## src/rtl/mod_up_counter_if.sv

```systemverilog
// Control/status bundle for mod_up_counter; master drives controls, slave is the counter.
interface mod_up_counter_if #(
  parameter int unsigned WIDTH = 4
) ();
  logic             En;
  logic             Load;
  logic [WIDTH-1:0] D;
  logic             Clr_ovf;
  logic [WIDTH-1:0] Q;
  logic             TC;
  logic             Wrap;
  logic             Ovf;

  modport master (
    output En, Load, D, Clr_ovf,
    input  Q, TC, Wrap, Ovf
  );

  modport slave (
    input  En, Load, D, Clr_ovf,
    output Q, TC, Wrap, Ovf
  );
endinterface

```

## src/rtl/mod_up_counter.sv

```systemverilog
// Synchronous modulo-MODULUS up counter with enable, clamped load, cascade TC,
// registered wrap pulse and sticky overflow.
module mod_up_counter #(
  parameter int unsigned WIDTH   = 4,
  parameter int unsigned MODULUS = 16
) (
  input  logic           CLK,
  input  logic           Reset,
  mod_up_counter_if.slave bus
);

  localparam logic [WIDTH:0]   ModW = (WIDTH+1)'(MODULUS);
  localparam logic [WIDTH-1:0] QMax = WIDTH'(MODULUS - 1);

  logic [WIDTH-1:0] q_q, q_d;
  logic             wrap_q, wrap_d;
  logic             ovf_q, ovf_d;
  logic [WIDTH:0]   inc;
  logic [WIDTH:0]   d_ext;

  always_comb begin
    q_d    = q_q;
    wrap_d = 1'b0;
    ovf_d  = ovf_q;
    // Extra bit keeps the MODULUS == 2^WIDTH rollover visible to the compare.
    inc    = {1'b0, q_q} + 1'b1;
    d_ext  = {1'b0, bus.D};

    if (bus.Clr_ovf) begin
      ovf_d = 1'b0;
    end

    if (bus.Load) begin
      q_d = (d_ext < ModW) ? bus.D : QMax;
    end else if (bus.En) begin
      if (inc >= ModW) begin
        q_d    = '0;
        wrap_d = 1'b1;
        ovf_d  = 1'b1;
      end else begin
        q_d = inc[WIDTH-1:0];
      end
    end
  end

  always_ff @(posedge CLK) begin
    if (Reset) begin
      q_q    <= '0;
      wrap_q <= 1'b0;
      ovf_q  <= 1'b0;
    end else begin
      q_q    <= q_d;
      wrap_q <= wrap_d;
      ovf_q  <= ovf_d;
    end
  end

  assign bus.Q    = q_q;
  assign bus.Wrap = wrap_q;
  assign bus.Ovf  = ovf_q;
  assign bus.TC   = (q_q == QMax) && bus.En;

endmodule

```

## src/flat_wrapper.sv

```systemverilog
// flat-port wrapper written by rule: the top's interface ports become plain ports
module mod_up_counter_flat 
#(
  parameter int unsigned WIDTH   = 4,
  parameter int unsigned MODULUS = 16
)
  (CLK, Reset, bus_En, bus_Load, bus_D, bus_Clr_ovf, bus_Q, bus_TC, bus_Wrap, bus_Ovf);
  mod_up_counter_if #(.WIDTH(WIDTH)) bus_i ();
  input  logic CLK;
  input  logic Reset;
  input wire logic [$bits(bus_i.En)-1:0] bus_En;
  input wire logic [$bits(bus_i.Load)-1:0] bus_Load;
  input wire logic [$bits(bus_i.D)-1:0] bus_D;
  input wire logic [$bits(bus_i.Clr_ovf)-1:0] bus_Clr_ovf;
  output wire logic [$bits(bus_i.Q)-1:0] bus_Q;
  output wire logic [$bits(bus_i.TC)-1:0] bus_TC;
  output wire logic [$bits(bus_i.Wrap)-1:0] bus_Wrap;
  output wire logic [$bits(bus_i.Ovf)-1:0] bus_Ovf;
  assign bus_i.En = bus_En;
  assign bus_i.Load = bus_Load;
  assign bus_i.D = bus_D;
  assign bus_i.Clr_ovf = bus_Clr_ovf;
  assign bus_Q = bus_i.Q;
  assign bus_TC = bus_i.TC;
  assign bus_Wrap = bus_i.Wrap;
  assign bus_Ovf = bus_i.Ovf;
  mod_up_counter #(.WIDTH(WIDTH), .MODULUS(MODULUS)) u_core (.CLK(CLK), .Reset(Reset), .bus(bus_i));
endmodule
```

## config.mk

```make
export PLATFORM = sky130hd
export DESIGN_NAME = mod_up_counter_flat
export DESIGN_NICKNAME = d
export VERILOG_FILES = /design/src/rtl/mod_up_counter_if.sv /design/src/rtl/mod_up_counter.sv /design/src/flat_wrapper.sv
export SDC_FILE = /design/constraint.sdc
export NUM_CORES = 1
export LEC_CHECK = 0
export BUFFER_PORTS_ARGS = -buffer_cell sky130_fd_sc_hd__buf_4
export CAP_MARGIN = 5
export CORE_AREA = 2 2 39 41
export DETAILED_ROUTE_END_ITERATION = 6
export DIE_AREA = 0 0 41 43
export PLACE_DENSITY_LB_ADDON = 0.08
export SETUP_SLACK_MARGIN = 0.4
export SKIP_CTS_REPAIR_TIMING = 1
export SLEW_MARGIN = 10
export SYNTH_ARGS = -nofsm -noshare
export SYNTH_HDL_FRONTEND = slang
export SYNTH_SLANG_ARGS = --single-unit
```

## constraint.sdc

```tcl
create_clock -name CLK -period 1.59 [get_ports CLK]
set_input_delay 0.318 -clock CLK [delete_from_list [all_inputs] [get_ports CLK]]
set_output_delay 0.318 -clock CLK [all_outputs]
set_load 0.02 [all_outputs]
```

==> results of run 1 <==
==> registers in the layout (all words and copies together) (netlist names) <==
signal / cells
u_core.bus.Ovf: 1
u_core.bus.Q: 4
u_core.bus.Wrap: 1
==> Yosys cell counts, drive strengths merged <==
cell type	instances
dfxtp	6
and2	1
xor2	2
o22ai	1
nand2	3
ha	1
or3	1
nand2b	1
a21oi	4
inv	3
nand3	2
a211oi	1
nor3b	1
and3	1
or4	1
a221oi	1
mux2	1
nor2	2
==> worst max path at each step <==
stage                                from              end  slack, ns
after CTS                 u_core.bus.Q[0]           bus_TC     -0.008
after global routing      u_core.bus.Q[0]           bus_TC       0.04
after floorplan           u_core.bus.Q[1]  u_core.bus.Q[0]       0.27
final                     u_core.bus.Q[0]           bus_TC       0.08
after detailed placement  u_core.bus.Q[0]  u_core.bus.Q[0]       0.26
after global placement    u_core.bus.Q[0]           bus_TC       0.27
==> cell type report <==
cell class                 count  area share
multi-input combinational     24       0.375
sequential                     6       0.252
timing repair buffer          17       0.259
tap                           16      0.0395
clock buffer                   4      0.0519
inverter                       3      0.0222
==> report_power, final <==
part	switching (mW)	internal, mW	total [mW]
Sequential	0.00993	0.158	0.168
Clock	0.0597	0.0954	0.155
Combinational	0.0334	0.0415	0.0749
==> per-stage QoR <==
step | total power [mW] | cell area, um2 | cells | utilization | worst slack, ns
3_3_place_gp | 0.237 | 443 | 64 | 0.320 | 0.268
3_5_place_dp | 0.238 | 443 | 64 | 0.320 | 0.264
6_report | 0.397 | 507 | 70 | 0.366 | 0.0789
4_1_cts | 0.399 | 469 | 68 | 0.339 | -0.00771
2_1_floorplan | 0.201 | 310 | 33 | - | 0.274
5_1_grt | 0.430 | 507 | 70 | 0.366 | 0.0380
==> metal layers <==
layer	up-vias	routed length, um
met1	137	318
met5	-	0
met2	10	342
met4	0	5
li1	161	-
met3	2	60
==> kinds of logic after synthesis <==
| group | count (synthesis) | share of synthesized area |
|---|---|---|
| XOR/XNOR | 2 | 0.0614 |
| AO/OA/AOI/OAI | 7 | 0.149 |
| flip-flops | 6 | 0.421 |
| AND/OR/NAND/NOR | 13 | 0.246 |
| adder cells (fa/ha/maj) | 1 | 0.0439 |
| multiplexers | 1 | 0.0395 |
| buffers and inverters | 3 | 0.0395 |
==> cells in the final DEF (no fill, tap or decap) <==
master / netlist / final
sky130_fd_sc_hd__clkbuf_4: 0 / 3
sky130_fd_sc_hd__a221oi_2: 0 / 1
sky130_fd_sc_hd__mux2_2: 1 / 1
sky130_fd_sc_hd__or4_1: 1 / 1
sky130_fd_sc_hd__inv_1: 2 / 2
sky130_fd_sc_hd__o22ai_2: 0 / 1
sky130_fd_sc_hd__inv_2: 1 / 1
sky130_fd_sc_hd__dfxtp_4: 0 / 2
sky130_fd_sc_hd__a211oi_1: 1 / 1
sky130_fd_sc_hd__and3_4: 0 / 1
sky130_fd_sc_hd__or3_4: 0 / 1
sky130_fd_sc_hd__nand3_1: 2 / 2
sky130_fd_sc_hd__clkbuf_1: 0 / 1
sky130_fd_sc_hd__buf_6: 0 / 1
sky130_fd_sc_hd__ha_4: 0 / 1
sky130_fd_sc_hd__buf_4: 0 / 16
sky130_fd_sc_hd__dfxtp_1: 6 / 4
sky130_fd_sc_hd__a21oi_1: 4 / 4
sky130_fd_sc_hd__and2_4: 0 / 1
sky130_fd_sc_hd__nand2_1: 3 / 3
sky130_fd_sc_hd__nor3b_1: 1 / 1
sky130_fd_sc_hd__nor2_1: 2 / 2
sky130_fd_sc_hd__nand2b_1: 1 / 1
sky130_fd_sc_hd__xor2_1: 2 / 2
==> worst max-delay path: stages, from the launching register on <==
cell	delay, ns
sky130_fd_sc_hd__dfxtp_4	0.36
sky130_fd_sc_hd__ha_4	0.15
sky130_fd_sc_hd__and3_4	0.18
sky130_fd_sc_hd__and2_4	0.13
sky130_fd_sc_hd__buf_6	0.12
==> load_flow_metrics.sql, run 1 <==
INSERT INTO impl_metrics (metric_group, metric, value, unit) VALUES
('status', 'status', 'completed', ''),
('timing', 'hold_viol', '0', ''),
('timing', 'timing.setup.tns', '0', 'ns'),
('place', 'dpl.hpwl', '560', 'um'),
('power', 'vdd.ir_drop.worst', '0.000345', 'V'),
('setup_path', 'startpoint_type', 'flip-flop', ''),
('timing', 'final_period_minus_worst_setup_slack', '1.51', 'ns'),
('cts', 'cts_tree', 'done', ''),
('timing', 'period_utilisation_layout', '0.950', ''),
('timing', 'tightest_slew', '0.165', 'ns'),
('cts', 'root_buffer_cell', 'sky130_fd_sc_hd__clkbuf_4', ''),
('cts', 'cts_made_buffers', '3', ''),
('detailed_routing', 'post_drt_via_cell_ratio', '4.43', ''),
('detailed_routing', 'drt_first_iter_violations', '2', ''),
('synthesis', 'syn_inst', '33', ''),
('global_routing', 'gr-usage-all-layers', '0.0956', ''),
('cells_and_area', 'area_growth_syn_to_layout', '77.6', '%'),
('die', 'floorplan.rows', '14', ''),
('setup_path', 'r2r_cells', '4', ''),
('detailed_routing', 'post_drt_wl_per_cell', '10.4', 'um'),
('die', 'initial_utilization', '0.206', ''),
('synthesis', 'synth_area_leader', 'sky130_fd_sc_hd__dfxtp_1', ''),
('cells_and_area', 'drive_above_1_share', '0.556', ''),
('setup_path', 'cp_data_arrival_time', '1.19', 'ns'),
('min_path', 'worstHoldStart', 'Reset', ''),
('die', 'die_y', '43', 'um'),
('power', 'power_per_cell_area', '784', 'mW/mm2'),
('global_routing', 'grtUsageMet1', '0.123', ''),
('detailed_routing', 'drt_pass1_iterations', '2', ''),
('synthesis', 'synth.net_count', '43', ''),
('detailed_routing', 'drt-total-wl', '727', 'um'),
('place', 'numPortBuffers', '15', ''),
('global_routing', 'grt_first_pass_wirelength', '1120', 'um'),
('timing', 'clock_skew', '0.00834', 'ns'),
('timing', 'grt_setup_unrepaired', 'true', ''),
('synthesis', 'yosys.area.top_type_share', '0.421', ''),
('setup_path', 'worst_ep_required_time', '1.27', 'ns'),
('timing', 'finalSetupViolCount', '0', ''),
('synthesis', 'syn-cell-area', '285', 'um2'),
('synthesis', 'synth_cell_type_count', '19', ''),
('cts', 'clock-sinks', '6', ''),
('cells_and_area', 'diodes', '0', ''),
('timing', 'timing.final.max_slew_violations', '0', ''),
('global_routing', 'pin_count_of_the_biggest_net_entering_global_routing', '8', ''),
('cts', 'cts-htree-levels', '1', ''),
('setup_path', 'criticalPathCategory', 'flip-flop to output port', ''),
('timing', 'slew-limit-headroom', '0.889', ''),
('die', 'floorplan.die.width', '41', 'um'),
('synthesis', 'postSynthAreaPerCell', '8.64', 'um2'),
('min_path', 'hold_path_depth', '2', ''),
('setup_path', 'critical_path.max_fanout', '4', ''),
('setup_path', 'r2r_start', 'u_core.bus.Q[0]', ''),
('global_routing', 'globalRouteMet2Util', '0.131', ''),
('synthesis', 'synth.top_cells.by_area', 'sky130_fd_sc_hd__dfxtp_1, sky130_fd_sc_hd__a21oi_1, sky130_fd_sc_hd__xor2_1, sky130_fd_sc_hd__ha_1, sky130_fd_sc_hd__mux2_2', ''),
('global_routing', 'top_usage_layer', 'met2', ''),
('timing', 'max_clock_freq', '662', 'MHz'),
('detailed_routing', 'route.antenna.remaining_nets', '0', ''),
('global_routing', 'grt_pass1_vias', '283', ''),
('global_routing', 'use_met3', '0.0314', ''),
('global_routing', 'grt.overflow.total', '0', ''),
('min_path', 'worstHoldPathType', 'input port to flip-flop', ''),
('die', 'top_level_ports', '16', ''),
('cts', 'worst_setup_hold_path_clk_slew', '0.05', 'ns'),
('setup_path', 'r2r_end', 'u_core.bus.Q[0]', ''),
('global_routing', 'antenna_found_initial', '0', ''),
('cells_and_area', 'multi_input_area', '190', 'um2'),
('power', 'total_leakage_power', '0.223', 'nW'),
('die', 'floorplan.die_area', '0.00176', 'mm2'),
('min_path', 'hold-path-endpoint', 'u_core.bus.Q[0]', ''),
('detailed_routing', 'drc', '0', ''),
('synthesis', 'fraction_of_the_yosys_area_taken_by_sequential_cells', '0.421', '');
Power figures use the tool's default switching activity.
==> run 2, diff against run 1 <==
Settings changed: BUFFER_PORTS_ARGS -buffer_cell sky130_fd_sc_hd__buf_4 to unset, CTS_CLUSTER_SIZE set to 20, DONT_BUFFER_PORTS set to 1.
==> run 2 against run 1 <==
  * First-iteration DRC count down 100%
  * Non-clock buffer count shrank 13
  * Register-to-register slack worse by 0.03 ns
  * Maximum frequency grew 2.4%
  * Design area is 22% lower
  * Global-route usage is 0.49 points higher
  * Die area did not move
  * Routed wire length shrank 1.7%
  * Setup slack gained 0.036 ns
  * Highest routed layer unchanged
==> load_flow_metrics.sql, run 2 (synthesis gave the netlist of run 1 again) <==
INSERT INTO impl_metrics (metric_group, metric, value, unit) VALUES
('detailed_routing', 'drc', '0', ''),
('setup_path', 'worst_path_max_stage_delay', '0.40', 'ns'),
('timing', 'grt_setup_unrepaired', 'true', ''),
('setup_path', 'critPathCaptureType', 'output port', ''),
('place', 'dp_worst_setup_slack', '0.212', 'ns'),
('setup_path', 'r2r_start', 'u_core.bus.Q[1]', ''),
('cells_and_area', 'diodes', '0', ''),
('timing', 'slew-limit-headroom', '0.850', ''),
('timing', 'final_period_minus_worst_setup_slack', '1.48', 'ns'),
('die', 'floorplan.die.width', '41', 'um'),
('cts', 'worst_setup_hold_path_clk_slew', '0.05', 'ns'),
('global_routing', 'grt_pass1_vias', '282', ''),
('setup_path', 'critical_path.max_fanout', '4', ''),
('detailed_routing', 'drt_first_iter_violations', '0', ''),
('power', 'total_leakage_power', '0.154', 'nW'),
('cells_and_area', 'multi_input_area', '184', 'um2'),
('detailed_routing', 'post_drt_via_cell_ratio', '4.75', ''),
('setup_path', 'worstSetupStartpoint', 'u_core.bus.Q[1]', ''),
('timing', 'finalSetupViolCount', '0', ''),
('die', 'floorplan.die_area', '0.00176', 'mm2'),
('cells_and_area', 'numnets_final', '52', ''),
('timing', 'finalWorstSetupSlack', '0.115', 'ns'),
('status', 'status', 'completed', ''),
('cts', 'worstSkewPairLatency', '0.25', 'ns'),
('detailed_routing', 'drt-total-wl', '715', 'um'),
('timing', 'timing.setup.tns', '0', 'ns'),
('setup_path', 'worstPathBufferInverterCount', '0', ''),
('timing', 'timing.final.max_slew_violations', '0', ''),
('timing', 'period_utilisation_layout', '0.928', ''),
('place', 'place.gp.congestion', '0.691', ''),
('place', 'placedInstanceArea', '345', 'um2'),
('detailed_routing', 'dr_total_vias', '266', ''),
('setup_path', 'startpoint_type', 'flip-flop', ''),
('detailed_routing', 'drt_pass1_iterations', '1', ''),
('die', 'design.core.area', '0.00138', 'mm2'),
('cells_and_area', 'largest_register_ffs', '4', ''),
('place', 'dpl.hpwl', '552', 'um'),
('place', 'numPortBuffers', '0', ''),
('cells_and_area', 'final_util', '0.286', ''),
('cts', 'cts_made_buffers', '3', ''),
('global_routing', 'gr-usage-all-layers', '0.101', ''),
('cells_and_area', 'area_growth_syn_to_layout', '38.6', '%'),
('setup_path', 'worst_ep_required_time', '1.27', 'ns'),
('cts', 'cts-htree-levels', '1', ''),
('flow_run', 'max_cap_violations', '0', ''),
('setup_path', 'criticalPathCategory', 'flip-flop to output port', ''),
('timing', 'clock_skew', '0.00772', 'ns'),
('die', 'die_y', '43', 'um'),
('cells_and_area', 'drive_above_1_share', '0.400', ''),
('cts', 'root_buffer_cell', 'sky130_fd_sc_hd__clkbuf_4', ''),
('die', 'initial_utilization', '0.206', ''),
('detailed_routing', 'post_drt_wl_per_cell', '12.8', 'um'),
('power', 'vdd.ir_drop.worst', '0.000288', 'V'),
('global_routing', 'pin_count_of_the_biggest_net_entering_global_routing', '8', ''),
('setup_path', 'cp_data_arrival_time', '1.16', 'ns'),
('cells_and_area', 'final.fill_count', '160', ''),
('setup_path', 'timing.critical_path.slowest_stage_cell', 'sky130_fd_sc_hd__dfxtp_4', ''),
('die', 'top_level_ports', '16', ''),
('cells_and_area', 'final_area', '395', 'um2'),
('setup_path', 'worst_path_dominant_cell_family', 'flip-flops', ''),
('power', 'post_layout_power', '354', 'uW'),
('min_path', 'worstHoldStart', 'Reset', ''),
('timing', 'max_clock_freq', '678', 'MHz'),
('cells_and_area', 'seq_area', '128', 'um2'),
('cells_and_area', 'mostFrequentLayoutCells', 'sky130_fd_sc_hd__a21oi_1, sky130_fd_sc_hd__buf_4, sky130_fd_sc_hd__dfxtp_1', ''),
('timing', 'hold_viol', '0', ''),
('global_routing', 'grt.overflow.total', '0', ''),
('power', 'power_per_cell_area', '895', 'mW/mm2'),
('timing', 'tightest_slew', '0.225', 'ns'),
('cts', 'cts_tree', 'done', ''),
('detailed_routing', 'route.antenna.remaining_nets', '0', ''),
('global_routing', 'grt_first_pass_wirelength', '1130', 'um'),
('setup_path', 'path_cells', 'ha_4 -> and3_4 -> and2_4', ''),
('cts', 'clk_path_buf_depth', '2', ''),
('die', 'floorplan.rows', '14', ''),
('min_path', 'worstHoldPathType', 'input port to flip-flop', ''),
('cts', 'clock-sinks', '6', ''),
('global_routing', 'antenna_found_initial', '0', '');
-- run 2: cell types whose count changed in the layout (fill, tap and decap cells not counted), sizes merged --
| cell | change |
|---|---|
| clkbuf | -1 |
| buf | -13 |
-- run 2: final cells by class --
cell class | count | share of cell area
Multi-Input combinational cell | 24 | 0.465
Sequential cell | 6 | 0.323
Timing Repair Buffer | 4 | 0.0759
Clock buffer | 3 | 0.0570
Tap cell | 16 | 0.0506
Inverter | 3 | 0.0285
-- run 2: layer usage --
| layer | GRT usage | wire length (um) | vias up |
|---|---|---|---|
| met3 | 0.0733 | 85 | 2 |
| met5 | 0 | 0 | - |
| met4 | 0.0400 | 11 | 0 |
| met1 | 0.126 | 287 | 117 |
| li1 | - | - | 132 |
| met2 | 0.128 | 331 | 15 |
-- run 2: report_power, final --
group          internal [mW]  switching (mW)
sequential             0.158          0.0137
clock                 0.0854          0.0553
combinational         0.0227          0.0189
total                  0.266          0.0879
-- run 2: worst paths after layout --
kind | to | slack (ns) | depth (start not counted)
worst max register to register | u_core.bus.Q[0] | 0.25 | 4
worst max-delay path | bus_TC | 0.11 | 3
worst min register to register | u_core.bus.Ovf | 0.56 | 2
worst min-delay path | u_core.bus.Q[1] | 0.12 | 1
-- run 2: worst reg2reg max path, delay by kind of cell, from the launching register on --
family	cells	cell delay [ns]
and+or+nand+nor	2	0.50
DFF	1	0.38
AOI/OAI and AO/OA	1	0.20
adders and majority gates	1	0.16
-- run 2: stage by stage --
| step | instances | hold slack, ns |
|---|---|---|
| after floorplan | 33 | 0.377 |
| after global placement | 51 | 0.380 |
| after detailed placement | 51 | 0.382 |
| after CTS | 54 | 0.119 |
| after global routing | 56 | 0.116 |
| final | 56 | 0.124 |
